==> src/rtl/mips_pkg.sv <==
// Shared encodings for the multicycle MIPS control unit: opcodes, FSM states,
// ALU/PC select codes and the bundled control word.
package mips_pkg;

  localparam logic [5:0] OP_RTYPE = 6'b000000;
  localparam logic [5:0] OP_J     = 6'b000010;
  localparam logic [5:0] OP_BEQ   = 6'b000100;
  localparam logic [5:0] OP_ADDI  = 6'b001000;
  localparam logic [5:0] OP_LW    = 6'b100011;
  localparam logic [5:0] OP_SW    = 6'b101011;

  typedef enum logic [3:0] {
    S_FETCH    = 4'd0,
    S_DECODE   = 4'd1,
    S_MEMADR   = 4'd2,
    S_MEMRD    = 4'd3,
    S_MEMWB    = 4'd4,
    S_MEMWR    = 4'd5,
    S_RTYPE_EX = 4'd6,
    S_RTYPE_WB = 4'd7,
    S_BEQ_EX   = 4'd8,
    S_JUMP_EX  = 4'd9,
    S_ADDI_EX  = 4'd10,
    S_ADDI_WB  = 4'd11,
    S_TRAP     = 4'd12
  } state_t;

  typedef enum logic [1:0] {
    ALUOP_ADD   = 2'b00,
    ALUOP_SUB   = 2'b01,
    ALUOP_FUNCT = 2'b10
  } aluop_t;

  typedef enum logic [1:0] {
    SRCB_REG      = 2'b00,
    SRCB_FOUR     = 2'b01,
    SRCB_IMM      = 2'b10,
    SRCB_IMM_SHL2 = 2'b11
  } alusrcb_t;

  typedef enum logic [1:0] {
    PCSRC_ALU    = 2'b00,
    PCSRC_ALUOUT = 2'b01,
    PCSRC_JUMP   = 2'b10
  } pcsrc_t;

  typedef struct packed {
    logic     pcwrite;
    logic     branch;
    logic     iord;
    logic     memread;
    logic     memwrite;
    logic     irwrite;
    logic     regdst;
    logic     memtoreg;
    logic     regwrite;
    logic     alusrca;
    alusrcb_t alusrcb;
    aluop_t   aluop;
    pcsrc_t   pcsrc;
    logic     illegal;
  } ctrl_t;

endpackage

==> src/rtl/mc_control_outs.sv <==
// State-to-control decode. Pure Moore except the FETCH IR/PC loads, which
// wait for the memory to deliver the instruction.
module mc_control_outs
  import mips_pkg::*;
(
  input  state_t state,
  input  logic   ready,
  output ctrl_t  ctrl
);

  always_comb begin
    // NOTE: the whole word defaults to zero first so no state path can infer a latch.
    ctrl = '0;
    case (state)
      S_FETCH: begin
        ctrl.memread = 1'b1;
        ctrl.alusrcb = SRCB_FOUR;
        ctrl.irwrite = ready;
        ctrl.pcwrite = ready;
      end
      S_DECODE:   ctrl.alusrcb = SRCB_IMM_SHL2;
      S_MEMADR: begin
        ctrl.alusrca = 1'b1;
        ctrl.alusrcb = SRCB_IMM;
      end
      S_MEMRD: begin
        ctrl.memread = 1'b1;
        ctrl.iord    = 1'b1;
      end
      S_MEMWB: begin
        ctrl.memtoreg = 1'b1;
        ctrl.regwrite = 1'b1;
      end
      S_MEMWR: begin
        ctrl.memwrite = 1'b1;
        ctrl.iord     = 1'b1;
      end
      S_RTYPE_EX: begin
        ctrl.alusrca = 1'b1;
        ctrl.aluop   = ALUOP_FUNCT;
      end
      S_RTYPE_WB: begin
        ctrl.regdst   = 1'b1;
        ctrl.regwrite = 1'b1;
      end
      S_BEQ_EX: begin
        ctrl.alusrca = 1'b1;
        ctrl.aluop   = ALUOP_SUB;
        ctrl.pcsrc   = PCSRC_ALUOUT;
        ctrl.branch  = 1'b1;
      end
      S_ADDI_EX: begin
        ctrl.alusrca = 1'b1;
        ctrl.alusrcb = SRCB_IMM;
      end
      S_ADDI_WB:  ctrl.regwrite = 1'b1;
      S_JUMP_EX: begin
        ctrl.pcsrc   = PCSRC_JUMP;
        ctrl.pcwrite = 1'b1;
      end
      S_TRAP:     ctrl.illegal = 1'b1;
      default:    ctrl = '0;
    endcase
  end

endmodule

==> src/rtl/mc_control.sv <==
// Multicycle MIPS control FSM: state register, latched opcode and next-state
// logic; output decoding lives in mc_control_outs.
module mc_control
  import mips_pkg::*;
#(
  parameter bit MEM_HS  = 1'b1,
  parameter bit ADDI_EN = 1'b1
) (
  input  logic       clk,
  input  logic       reset,
  input  logic [5:0] opcode,
  input  logic       mem_ready,
  output logic       pcwrite,
  output logic       branch,
  output logic       iord,
  output logic       memread,
  output logic       memwrite,
  output logic       irwrite,
  output logic       regdst,
  output logic       memtoreg,
  output logic       regwrite,
  output logic       alusrca,
  output logic [1:0] alusrcb,
  output logic [1:0] aluop,
  output logic [1:0] pcsrc,
  output logic       illegal,
  output logic [3:0] state
);

  state_t     state_q, state_d;
  logic [5:0] op_q;
  logic       ready;
  ctrl_t      ctrl;

  // Reset masks the handshake so FETCH never loads IR/PC while held in reset.
  assign ready = (MEM_HS ? mem_ready : 1'b1) & ~reset;

  always_ff @(posedge clk or posedge reset) begin
    if (reset) begin
      state_q <= S_FETCH;
      op_q    <= '0;
    end else begin
      // NOTE: non-blocking, so op_q and state_q both see pre-edge values.
      state_q <= state_d;
      if (state_q == S_DECODE) op_q <= opcode;
    end
  end

  always_comb begin
    state_d = state_q;
    case (state_q)
      S_FETCH:    if (ready) state_d = S_DECODE;
      S_DECODE: begin
        case (opcode)
          OP_LW, OP_SW: state_d = S_MEMADR;
          OP_RTYPE:     state_d = S_RTYPE_EX;
          OP_BEQ:       state_d = S_BEQ_EX;
          OP_J:         state_d = S_JUMP_EX;
          OP_ADDI:      state_d = ADDI_EN ? S_ADDI_EX : S_TRAP;
          default:      state_d = S_TRAP;
        endcase
      end
      S_MEMADR:   state_d = (op_q == OP_LW) ? S_MEMRD : S_MEMWR;
      S_MEMRD:    if (ready) state_d = S_MEMWB;
      S_MEMWR:    if (ready) state_d = S_FETCH;
      S_RTYPE_EX: state_d = S_RTYPE_WB;
      S_ADDI_EX:  state_d = S_ADDI_WB;
      default:    state_d = S_FETCH;
    endcase
  end

  mc_control_outs u_outs (
    .state (state_q),
    .ready (ready),
    .ctrl  (ctrl)
  );

  assign pcwrite  = ctrl.pcwrite;
  assign branch   = ctrl.branch;
  assign iord     = ctrl.iord;
  assign memread  = ctrl.memread;
  assign memwrite = ctrl.memwrite;
  assign irwrite  = ctrl.irwrite;
  assign regdst   = ctrl.regdst;
  assign memtoreg = ctrl.memtoreg;
  assign regwrite = ctrl.regwrite;
  assign alusrca  = ctrl.alusrca;
  assign alusrcb  = ctrl.alusrcb;
  assign aluop    = ctrl.aluop;
  assign pcsrc    = ctrl.pcsrc;
  assign illegal  = ctrl.illegal;
  assign state    = state_q;

endmodule

==> config.mk <==
export PLATFORM = sky130hd
export DESIGN_NAME = mc_control
export DESIGN_NICKNAME = d
export VERILOG_FILES = /design/src/rtl/mips_pkg.sv /design/src/rtl/mc_control_outs.sv /design/src/rtl/mc_control.sv
export SDC_FILE = /design/constraint.sdc
export NUM_CORES = 1
export LEC_CHECK = 0
export CAP_MARGIN = 20
export CORE_UTILIZATION = 46
export DETAILED_ROUTE_END_ITERATION = 7
export PLACE_DENSITY_LB_ADDON = 0.08
export SLEW_MARGIN = 20
export SYNTH_ARGS = -nofsm -noshare
export SYNTH_HDL_FRONTEND = slang
export SYNTH_SLANG_ARGS = --single-unit
==> constraint.sdc <==
create_clock -name clk -period 2.3 [get_ports clk]
set_input_delay 0.46 -clock clk [delete_from_list [all_inputs] [get_ports clk]]
set_output_delay 0.46 -clock clk [all_outputs]
set_load 0.02 [all_outputs]
==> impl_metrics.yaml <==
status:
  status: "completed"
global_route:
  grt_pass1_vias: 793
  grt_pass1_wl_um: 3770
  antenna_found_initial: 0
  grt.total_usage: 0.268
  grt_max_degree: 13
  grt-ovfl-total: 0
setup_path:
  required_ns: 1.84
  worstSetupEndpointType: "output port"
  crit_chain: "buf_4 -> nand2b_1 -> nor2_1 -> clkdlybuf4s50_1"
  startpoint_type: "flop"
  path_max_fanout: 9
  critPathMaxStageDelay_ns: 0.60
  cp.arrival_ns: 1.74
  worst_path_max_delay_cell: "clkdlybuf4s50_1"
  crit_family: "buffers and inverters"
  criticalPathCategory: "flop to output port"
  crit_buf_inv: 2
timing:
  period_minus_slack_ns: 2.20
  setup_viol_count_final: 0
  timing.hold.ws_ns: 0.512
  hold_viol_final: 0
  slew_headroom: 0.723
  rsz0062_at_grt: "false"
  skew_ns: 0.00361
  slew_violations: 0
  fin_crit_sh: 0.955
  worst_slew_pin_slew_ns: 0.414
  fmax_mhz: 455
  finalSetupTns_ns: 0
logic_synthesis:
  synthDistinctLibCells: 43
  syn_area_sq_um: 777
  yosys_warnings: 0
  syn_area_per_cell_sq_um: 8.27
  ys_seq_area_frac: 0.322
  synthTopCellsByCount: "nor2_1 (11), dfrtp_1 (10), nor3_1 (9)"
  synth_fp_nets: 103
  synth.most_common_cell: "nor2_1"
  synth-edff-count: 0
  netlist.area_leader.share: 0.322
  synthArstFlopShare: 1.00
  synth_cells: 94
  netlist_top_cells_area: "dfrtp_1 (32%), mux2_2 (7.2%), nor3_1 (5.8%)"
  synth_seq_cells: 10
  synth_top_cell_by_area: "dfrtp_1"
  ys.flop_type: "dfrtp_1"
clocking:
  numCtsBuffers: 3
  clkLatencyLatePin_ns: 0.28
  clockRootBuffer: "clkbuf_4"
  clk_pin_slew_ns: 0.07
  h-tree-depth: 1
  tritoncts: "yes"
  cts.sinks: 10
  clock_path_buffers: 2
floorplan:
  fp.dieW_um: 43.1
  fp-row-count: 14
  start_util: 0.504
  fp.dieH_um: 43.1
  design.die.area_sq_um: 1860
  core_sq_um: 1540
  io_pins: 30
route:
  wl_per_cell_um: 14.8
  viasPerCell: 5.81
  routed_wirelength_um: 2200
  ant_nets: 0
  drc: 0
  vias: 866
  first_pass_iters: 4
  first_iter_violations: 28
power:
  swShare: 0.454
  p_leak_nw: 0.607
  power_frac_seq: 0.242
  p_switching_mw: 0.642
  vdd_drop_max_mv: 0.848
  pwr-share-comb: 0.643
  p_int_mw: 0.773
  clkPwrFrac: 0.116
  p_total_mw: 1.42
  p_per_area_nw_per_um2: 1190
final_layout:
  area_growth_pct: 53.1
  fin_nets: 143
  multi_input_area_sq_um: 487
  diodes: 0
  register_area_sq_um: 253
  fill_cells: 128
  drive_above_1_share: 0.203
placement:
  numPortBuffers: 29
  detailed_place_hpwl_um: 1670
  gp_congestion: 0.946
run:
  maxCapViolations: 0
worst_hold_path:
  hp-class: "flop to flop"
-- stage by stage --
step	setup slack (ns)	area, sq um	std cells	util
2_1_floorplan	0.126	777	94	-
3_3_place_gp	-0.196	1150	145	0.745
3_5_place_dp	-0.219	1150	145	0.745
4_1_cts	0.00698	1170	149	0.762
5_1_grt	0.00454	1190	149	0.772
6_report	0.103	1190	149	0.772
-- path summary, 6_finish.rpt --
kind	start	endpoint	slack, ns	cells after the start
worst max-delay path	state[1]	regdst	0.10	4
worst min-delay path	op_q[5]	op_q[5]	0.51	1
worst max register to register	state[0]	op_q[3]	0.62	4
worst min register to register	op_q[5]	op_q[5]	0.51	1
max in group asynchronous	reset	state[3]	1.34	3
min in group asynchronous	reset	op_q[5]	0.65	3
-- what timing repair did --
action | 4_1_cts | 5_1_grt
gates cloned | 0 | 0
endpoints found under the setup margin | 12 | 9
buffers inserted | 0 | 0
hold buffers | 0 | 0
gates resized for setup | 10 | 10
-- logic make-up (layout without fill, tap and decap cells) --
kind of cell           Yosys count  count (layout)  synth area share
AO/OA/AOI/OAI                   19              19             0.174
XOR/XNOR                         2               2            0.0225
buffers and inverters            9              48            0.0515
flip-flops                      10              10             0.322
multiplexers                     7               7            0.0998
AND/OR/NAND/NOR                 47              47             0.330
-- cell usage in the layout, fill, tap and decap left out, types with 3 or more instances in the layout --
cell             count
buf_4               12
clkdlybuf4s50_1     13
nand2b_1             5
dlymetal6s2s_1       7
o21ai_0              3
nor2_1              11
nor3_1               9
mux2_2               5
nand2_1              7
dlygate4sd2_1        8
dfrtp_1              8
clkbuf_4             3
a21oi_1              3
-- metal layers --
layer  part of all wire  track usage  up-vias
li1                   -            -      421
met1               0.45        0.378      411
met2               0.47        0.409       29
met3              0.070       0.0553        5
met4              0.011       0.0848        0
met5                  0            0        -
-- registers in the layout (all words and copies together), names as in the netlist --
name and count:
state 4, op_q 6
-- final cells by class --
class | count | area share
Clock buffer | 4 | 0.0305
Inverter | 3 | 0.00946
Multi-Input combinational cell | 75 | 0.409
Sequential cell | 10 | 0.212
Tap cell | 16 | 0.0168
Timing Repair Buffer | 41 | 0.322
-- power groups by stage --
stage,Combinational (mW),Clock (mW),Sequential [mW]
global placement,0.944,0,0.334
finish,0.910,0.164,0.342
floorplan,0.562,0,0.339
global route,0.979,0.171,0.355
detailed placement,0.962,0,0.342
CTS,0.921,0.168,0.339
No activity file was read; power rests on OpenSTA's default activity.
